`src/rtl/_skid_reg_pkg.sv`:
```
// Shared constants and types for the pipeline register slice.
package _skid_reg_pkg;

    localparam int WORD_LENGTH = 16;

    typedef enum logic [1:0] {
        EMPTY = 2'd0,
        ONE   = 2'd1,
        TWO   = 2'd2
    } skid_state_t;

endpackage

```
`src/rtl/_skid_reg_dff.sv`:
```
// Word register with synchronous clear and load enable.
import _skid_reg_pkg::*;

module _skid_reg_dff #(
    parameter int n = WORD_LENGTH
) (
    input  logic         clk,
    input  logic         rst,
    input  logic         en,
    input  logic [n-1:0] d,
    output logic [n-1:0] q
);

    always_ff @(posedge clk) begin
        if (rst) begin
            q <= '0;
        end else if (en) begin
            q <= d;
        end
    end

endmodule

```
`src/rtl/_skid_reg.sv`:
```
// Two-entry valid/ready skid buffer; in_ready is registered so no
// combinational ready path crosses the slice.
import _skid_reg_pkg::*;

module _skid_reg #(
    parameter int n = WORD_LENGTH
) (
    input  logic         clk,
    input  logic         rst,
    input  logic         flush,
    input  logic         in_valid,
    output logic         in_ready,
    input  logic [n-1:0] in_data,
    output logic         out_valid,
    input  logic         out_ready,
    output logic [n-1:0] out_data,
    output logic [1:0]   count
);

    skid_state_t  state_q;
    skid_state_t  state_d;
    logic         in_ready_q;
    logic         in_fire;
    logic         out_fire;
    logic         load_main;
    logic         load_skid;
    logic         main_from_skid;
    logic [n-1:0] main_d;
    logic [n-1:0] skid_q;

    assign in_ready  = in_ready_q;
    assign out_valid = (state_q != EMPTY);
    assign count     = state_q;
    assign in_fire   = in_valid & in_ready_q;
    assign out_fire  = out_valid & out_ready;
    assign main_d    = main_from_skid ? skid_q : in_data;

    always_comb begin
        state_d        = state_q;
        load_main      = 1'b0;
        load_skid      = 1'b0;
        main_from_skid = 1'b0;
        unique case (state_q)
            EMPTY: begin
                if (in_fire) begin
                    load_main = 1'b1;
                    state_d   = ONE;
                end
            end
            ONE: begin
                if (in_fire && out_fire) begin
                    load_main = 1'b1;
                end else if (in_fire) begin
                    load_skid = 1'b1;
                    state_d   = TWO;
                end else if (out_fire) begin
                    state_d = EMPTY;
                end
            end
            TWO: begin
                if (out_fire) begin
                    load_main      = 1'b1;
                    main_from_skid = 1'b1;
                    state_d        = ONE;
                end
            end
            default: state_d = EMPTY;
        endcase
        // Flush drops everything, including a word accepted this cycle.
        if (flush) begin
            state_d   = EMPTY;
            load_main = 1'b0;
            load_skid = 1'b0;
        end
    end

    always_ff @(posedge clk) begin
        if (rst) begin
            state_q    <= EMPTY;
            in_ready_q <= 1'b1;
        end else begin
            state_q    <= state_d;
            in_ready_q <= (state_d != TWO);
        end
    end

    _skid_reg_dff #(.n(n)) u_main (
        .clk (clk),
        .rst (rst),
        .en  (load_main),
        .d   (main_d),
        .q   (out_data)
    );

    _skid_reg_dff #(.n(n)) u_skid (
        .clk (clk),
        .rst (rst),
        .en  (load_skid),
        .d   (in_data),
        .q   (skid_q)
    );

endmodule
```
`config.mk`:
```
export PLATFORM = sky130hd
export DESIGN_NAME = _skid_reg
export DESIGN_NICKNAME = d
export VERILOG_FILES = /design/src/rtl/_skid_reg_pkg.sv /design/src/rtl/_skid_reg_dff.sv /design/src/rtl/_skid_reg.sv
export SDC_FILE = /design/constraint.sdc
export NUM_CORES = 1
export LEC_CHECK = 0
export CAP_MARGIN = 40
export CORE_MARGIN = 3
export CORE_UTILIZATION = 50
export CTS_CLUSTER_DIAMETER = 60
export CTS_CLUSTER_SIZE = 16
export DETAILED_ROUTE_END_ITERATION = 7
export DONT_BUFFER_PORTS = 1
export RECOVER_POWER = 100
export REMOVE_ABC_BUFFERS = 1
export SLEW_MARGIN = 25
export SYNTH_ARGS = -nofsm -noshare
export SYNTH_HDL_FRONTEND = slang
export SYNTH_SLANG_ARGS = --single-unit
```
`constraint.sdc`:
```
create_clock -name clk -period 1.9 [get_ports clk]
set_input_delay 0.19 -clock clk [delete_from_list [all_inputs] [get_ports clk]]
set_output_delay 0.19 -clock clk [all_outputs]
set_load 0.005 [all_outputs]
```
==> results of run 1 <==
[cell usage after synthesis, drive strengths merged]
cell type	count	area, um^2
nor2	34	128
nor2b	1	8.76
a31oi	1	12.5
nand4bb	1	11.3
mux2i	17	170
or4b	1	10.0
nand3b	1	11.3
nor4	1	6.26
or4	1	7.51
buf	6	50.0
dfxtp	35	701
or2	1	6.26
nand4b	1	8.76
nand3	1	5.00
clkbuf	6	22.5
nand2	35	131
a311oi	17	149
a21o	1	7.51
[logic make-up after synthesis]
| kind of cell | count (synthesis) | share of synthesized area, % |
|---|---|---|
| buffers and inverters | 12 | 5.02 |
| AND/OR/NAND/NOR | 78 | 23.1 |
| AO/OA/AOI/OAI | 19 | 11.7 |
| flip-flops | 35 | 48.4 |
| multiplexers | 17 | 11.8 |
[cell type report]
type	instances	area, um^2
fillers	251	1010
multi-input cells	114	664
flip-flops and latches	35	701
clock buffers	8	68.8
well taps	30	37.5
repair buffers	14	128
[worst max-delay path: stages, from the launching register on]
cell      delay, ns
dfxtp_1        0.45
nor2b_1        0.19
or4b_1         0.48
clkbuf_2       0.24
mux2i_1        0.23
nor2_1         0.06
[final timing paths]
path                               endpoint  cells past startpoint
hold reg to reg    u_main.q[8]$_SDFFE_PP0P_                      2
setup / recovery  u_skid.q[13]$_SDFFE_PP0P_                      5
setup reg to reg  u_skid.q[13]$_SDFFE_PP0P_                      5
hold / removal    u_skid.q[14]$_SDFFE_PP0P_                      2
[sequential cells by signal (all words and copies together), names as in the netlist]
| signal | flops |
|---|---|
| count | 2 |
| u_skid.q | 16 |
| in_ready | 1 |
| u_main.q | 16 |
[timing repair]
item                       CTS  global route
hold buffers                 4             4
hold endpoints to repair    35             4
setup endpoints to repair    0             0
[power groups by stage]
stage | clock [mW] | sequential, mW | combinational (mW)
after floorplan | 0 | 0.802 | 0.0704
after global placement | 0 | 0.808 | 0.0843
after detailed placement | 0 | 0.809 | 0.0878
after CTS | 0.465 | 0.792 | 0.108
after global routing | 0.506 | 0.796 | 0.128
final | 0.450 | 0.791 | 0.112
[per-stage QoR]
step	hold WS, ns	std cells
CTS	0.00000486	197
finish	0.00898	201
floorplan	0.262	149
global placement	0.266	185
global route	0.00199	201
detailed placement	0.268	185
[routing by layer]
metal	vias up	share of wire, %	track usage, %
met2	29	49	33.0
li1	578	-	-
met1	529	42	20.8
met5	-	0	0
met3	5	8.1	7.56
met4	0	1.1	7.59
==> flow_summary.ini, run 1 <==
[placed_design]
place_area_mm2 = 0.00146
gp_congestion = 0.699
io_buffer_count = 0
dp_hpwl_um = 1940
pre_cts_ws_ns = 0.259

[timing]
slew_headroom_pct = 74.2
setup_tns_ns = 0
finalHoldViolCount = 0
setup_violations = 0
period_needed_ns = 1.75
timing.fmax_mhz = 571
finalMaxSlewViolations = 0
tightest_slew_ns = 0.387
finalCritPeriodShare_pct = 92.2
layout_setup_ws_ns = 0.147
skew_ns = 0.00438
rsz0062_at_grt = false

[setup_path]
startpoint_type = flop
worstReg2RegStart = count[0]$_SDFF_PP0_
path_class = reg2reg
critPathMaxFanout = 7
cp.arrival_ns = 1.97
end_kind = flop
crit_start = count[0]$_SDFF_PP0_
worstPathRequired_ns = 2.12
ff2ff_setup_slack_ns = 0.15

[clock_tree]
clk_pin_slew_worst_paths_ns = 0.10
cts_buffers = 5
cts_resized = 0
insertion_delay_ns = 0.32
cts_root_buf = clkbuf_4
cts_tree = done
htreeDepth = 2
clk_path_buf_depth = 2
cts.sinks = 35
post_cts_buffers = 0

[synthesis]
synth_seq_cells = 35
synthesis.area_mm2 = 0.00145
yosys_warnings = 0
ys_seq_area_share_pct = 48.4
syn_avg_cell_area_um2 = 8.98
synth_cell_type_count = 21
synthCells = 161

[power]
switching_share_pct = 23.2
totalPowerFinal_mw = 1.35
netSwitchingPower_mw = 0.314
p_leak_nw = 0.722
p_per_area_mw_per_mm2 = 846
internal-power_mw = 1.04
power_frac_clock_pct = 33.3
combPwrFrac_pct = 8.3
irDropWorstVdd_v = 0.000613
power_frac_seq_pct = 58.5

[cells_and_area]
layout.nets = 191
area_growth_pct = 10.6
final_core_util_pct = 61.2
antenna_cells = 0
stdcell_area_mm2 = 0.00160
drive_above_1_share_pct = 9.36
layout_common_cells = nand2_1, dfxtp_1, nor2_1

[global_routing]
grt_pass1_wl_um = 5080
grt-ovfl-total = 0
grt_antenna_before_repair = 0
grt_pass1_vias = 1153
grt_max_degree = 36
grtUsageTotal_pct = 19.2

[floorplanning]
core-area_mm2 = 0.00261
die_x_um = 59.8
die_h_um = 59.8
rows = 18
ios = 41
die_area_mm2 = 0.00357
start_util_pct = 55.4

[min_path]
min-delay-path-class = in2reg
min_from = in_data[14]

[route]
drt-total-wl_um = 3080
post_drt_wl_per_cell_um = 15.3
viasPerCell = 5.68
dr_total_vias = 1141
drtIter0Drc = 57
ant_nets = 0
drc = 0
first_pass_iters = 4

[outcome]
outcome = finished, final reports clean

[run]
drv_cap = 0
Power figures use the tool's default switching activity.
==> run 2: changes to the inputs <==
Settings changed: CORE_MARGIN 3 to 8, CTS_CLUSTER_DIAMETER 60 to 40, SLEW_MARGIN 25 to not set.
==> flow_summary.ini, run 2 (synthesis results as in run 1) <==
[power]
power_frac_seq_pct = 60.7
switching_share_pct = 24.5
p_leak_nw = 0.766
internal-power_mw = 0.981
irDropWorstVdd_v = 0.000749
netSwitchingPower_mw = 0.319
p_per_area_mw_per_mm2 = 758
power_frac_clock_pct = 28.8
combPwrFrac_pct = 10.5

[setup_path]
worstPathRequired_ns = 2.14
startpoint_type = flop
path_buf_inv = 2
cp.arrival_ns = 1.84
critPathTopFamily = compound AO/OA/AOI/OAI gates
critPathSlowestCell = dfxtp_1
end_kind = flop
path_cells = clkbuf_1, nand4bb_1, a31oi_2, buf_4, nor2_1, a311oi_1
critPathMaxFanout = 16
slowest_delay_ns = 0.32
path_class = reg2reg

[route]
post_drt_wl_per_cell_um = 15.2
ant_nets = 0
viasPerCell = 5.67
drc = 0
drtIter0Drc = 54
first_pass_iters = 4
dr_total_vias = 1219
drt-total-wl_um = 3270

[min_path]
min-delay-path-class = in2reg

[floorplanning]
start_util_pct = 52.5
die_x_um = 69.8
die_h_um = 69.8
die_area_mm2 = 0.00487
rows = 19
core-area_mm2 = 0.00276
ios = 41

[clock_tree]
clk_pin_slew_worst_paths_ns = 0.10
cts_buffers = 5
cts.sinks = 35
clk_path_buf_depth = 2
htreeDepth = 2
post_cts_buffers = 0
cts_root_buf = clkbuf_4
insertion_delay_ns = 0.33
holdBufCountCts = 19
cts_resized = 0
cts_tree = done

[global_routing]
grt_pass1_wl_um = 5350
grt_antenna_before_repair = 0
met1_usage_pct = 14.2
grtUsageTotal_pct = 13.2
grt_max_degree = 36
grt-ovfl-total = 0
grt_util_met2_pct = 21.2
grt_pass1_vias = 1151
use_met3_pct = 7.44
busiest_layer = met2

[timing]
slew_headroom_pct = 72.5
layout_setup_ws_ns = 0.294
finalMaxSlewViolations = 0
finalHoldViolCount = 0
finalCritPeriodShare_pct = 84.5
tightest_slew_ns = 0.413
timing.fmax_mhz = 623
period_needed_ns = 1.61
timing.hold.ws_ns = 0.00923
skew_ns = 0.00694
rsz0062_at_grt = false
setup_violations = 0

[placed_design]
pre_cts_ws_ns = 0.345
gp_congestion = 0.663
dp_hpwl_um = 2140
io_buffer_count = 0

[cells_and_area]
layout_common_cells = nand2_1, dfxtp_1, nor2_1
drive_above_1_share_pct = 8.70
area_growth_pct = 18.6
antenna_cells = 0
layout.nets = 204

[outcome]
outcome = finished, final reports clean

[run]
drv_cap = 0
-- run 2: layer usage --
metal	vias up	share of wire (%)
met5	-	0
met4	0	1.4
met3	6	8.8
met2	33	48
met1	572	41
li1	608	-
-- run 2: worst register-to-register path: cells and delay by family, from the launching register on --
family | cells | cell delay, ns
compound gates | 2 | 0.48
buf+inv | 2 | 0.39
flops | 1 | 0.32
simple gates | 2 | 0.32
-- run 2: worst paths after layout --
check	start	endpoint	slack, ns	cells past startpoint
worst max-delay path	count[0]$_SDFF_PP0_	u_main.q[8]$_SDFFE_PP0P_	0.29	6
worst min-delay path	in_data[0]	u_main.q[0]$_SDFFE_PP0P_	0.009	2
worst max register to register	count[0]$_SDFF_PP0_	u_main.q[8]$_SDFFE_PP0P_	0.29	6
worst min register to register	u_skid.q[7]$_SDFFE_PP0P_	u_main.q[7]$_SDFFE_PP0P_	0.48	2
-- run 2: power by group through the flow --
| stage | Combinational [mW] | Clock, mW | Sequential (mW) |
|---|---|---|---|
| 2_1_floorplan | 0.0704 | 0 | 0.802 |
| 3_3_place_gp | 0.0877 | 0 | 0.808 |
| 3_5_place_dp | 0.0917 | 0 | 0.808 |
| 4_1_cts | 0.138 | 0.393 | 0.791 |
| 5_1_grt | 0.154 | 0.421 | 0.795 |
| 6_report | 0.137 | 0.374 | 0.789 |
-- run 2: final cells by class --
| class | instances | area, um^2 |
|---|---|---|
| flip-flops and latches | 35 | 701 |
| clock buffers | 7 | 45.0 |
| multi-input cells | 114 | 673 |
| repair buffers | 27 | 253 |
| clock inverters | 1 | 5.00 |
| well taps | 31 | 38.8 |
| fillers | 248 | 1040 |
-- run 2: per-stage QoR --
step | TNS, ns | instances | utilization [%] | power, mW | area (um^2)
after detailed placement | 0 | 187 | 53.1 | 0.900 | 1470
after global routing | 0 | 215 | 62.2 | 1.37 | 1720
after floorplan | -0.443 | 149 | - | 0.873 | 1370
after CTS | 0 | 214 | 62.2 | 1.32 | 1720
final | 0 | 215 | 62.2 | 1.30 | 1720
after global placement | 0 | 187 | 53.1 | 0.895 | 1470
==> run 3: changes to the inputs <==
Clock period 1.9 ns to 1.5 ns, I/O delays scaled along.
==> flow_summary.ini, run 3 (synthesis results as in run 1) <==
[outcome]
outcome = complete, but fails checks
violations = setup timing

[timing]
slew_headroom_pct = 82.2
finalCritPeriodShare_pct = 101
setup_violations = 3
timing.fmax_mhz = 659
finalMaxSlewViolations = 0
finalHoldViolCount = 0
tightest_slew_ns = 0.260
layout_setup_ws_ns = -0.0176
rsz0062_at_grt = true
period_needed_ns = 1.52
setup_tns_ns = -0.0342
skew_ns = 0.00364
timing.hold.ws_ns = 0.0345

[floorplanning]
rows = 19
ios = 41
die_h_um = 69.8
start_util_pct = 52.5
die_x_um = 69.8
core-area_mm2 = 0.00276
die_area_mm2 = 0.00487

[placed_design]
io_buffer_count = 0
dp_hpwl_um = 2330
gp_congestion = 0.692
place_area_mm2 = 0.00150

[route]
viasPerCell = 5.57
drc = 0
dr_total_vias = 1270
post_drt_wl_per_cell_um = 16.9
drtIter0Drc = 74
first_pass_iters = 4
drt-total-wl_um = 3850
ant_nets = 0

[cells_and_area]
layout_common_cells = nand2_1, dfxtp_1, nor2_1
drive_above_1_share_pct = 22.3
layout.nets = 217
final_common_cell = nand2_1
stdcell_area_mm2 = 0.00194
antenna_cells = 0
area_growth_pct = 34.3
nFillCells = 222
final_core_util_pct = 70.5

[clock_tree]
cts_tree = done
clk_pin_slew_worst_paths_ns = 0.11
cts.sinks = 35
cts_root_buf = clkbuf_4
clk_path_buf_depth = 2
htreeDepth = 2
cts_buffers = 5
insertion_delay_ns = 0.33

[setup_path]
reg2reg_to = u_main.q[2]$_SDFFE_PP0P_
startpoint_type = flop
worstPathRequired_ns = 1.72
ff2ff_setup_slack_ns = -0.02
path_class = reg2reg
r2r_cells = 7
end_kind = flop
worstReg2RegStart = count[1]$_SDFF_PP0_
critPathMaxFanout = 8
cp.arrival_ns = 1.74

[power]
p_per_area_mw_per_mm2 = 898
p_leak_nw = 0.864
irDropWorstVdd_v = 0.000926

[global_routing]
grt_max_degree = 36
grtUsageTotal_pct = 14.7
grt_pass1_vias = 1164
grt-ovfl-total = 0
grt_pass1_wl_um = 5850
grt_antenna_before_repair = 0

[min_path]
min-delay-path-class = in2reg
min_from = in_valid
min_delay_worst_endpoint = count[0]$_SDFF_PP0_
min_path_cells = 2

[run]
drv_cap = 0
==> run 3: power breakdown <==
| group | internal (mW) | leakage (nW) | total (mW) | switching (mW) |
|---|---|---|---|---|
| registers | 0.971 | 0.286 | 1.00 | 0.0340 |
| clock network | 0.181 | 0.0282 | 0.495 | 0.314 |
| logic | 0.136 | 0.549 | 0.245 | 0.110 |
==> run 3: repair_timing <==
item                                   4_1_cts  5_1_grt
pin swaps                                   11        7
cloned                                       1        0
hold buffers                                 1       18
gates resized for setup                     13       18
setup buffers                                7        1
setup endpoints to repair                   18       32
endpoints found under the hold margin       35       35
==> run 3: final cells by class <==
type | count | area [um^2] | share of cell area (%)
multi-input cells | 114 | 737 | 37.9
flip-flops and latches | 35 | 702 | 36.1
repair buffers | 40 | 412 | 21.2
clock buffers | 6 | 41.3 | 2.12
well taps | 31 | 38.8 | 2.00
clock inverters | 2 | 12.5 | 0.644
==> run 3: critical path, stage by stage (launching register included) <==
cell	delay [ns]
dfxtp_2	0.35
buf_6	0.11
nand4b_1	0.22
a31oi_4	0.25
buf_6	0.13
buf_4	0.16
buf_4	0.11
a311oi_1	0.07
==> run 3: per-stage QoR <==
stage	total power [mW]	setup slack [ns]	std cells
finish	1.75	-0.0176	228
floorplan	1.11	-0.428	149
global placement	1.14	0.0403	192
detailed placement	1.14	-0.0286	192
global route	1.84	-0.0851	228
CTS	1.68	-0.00394	209
==> run 3: worst max path at each step <==
stage	from	to	slack [ns]	cells after the start
3_3_place_gp	count[0]$_SDFF_PP0_	u_skid.q[9]$_SDFFE_PP0P_	0.04	5
3_5_place_dp	count[1]$_SDFF_PP0_	u_main.q[2]$_SDFFE_PP0P_	-0.03	6
6_report	count[1]$_SDFF_PP0_	u_main.q[2]$_SDFFE_PP0P_	-0.02	7
2_1_floorplan	count[0]$_SDFF_PP0_	u_main.q[0]$_SDFFE_PP0P_	-0.43	4
4_1_cts	count[0]$_SDFF_PP0_	u_skid.q[7]$_SDFFE_PP0P_	-0.004	5
5_1_grt	count[1]$_SDFF_PP0_	u_main.q[6]$_SDFFE_PP0P_	-0.09	7
==> run 3: routing by layer <==
layer,vias up,GRT usage [%],routed length (um)
li1,633,-,-
met1,596,16.4,1580
met2,39,24.1,1980
met3,2,7.87,273
met4,0,3.13,8
met5,-,0,0
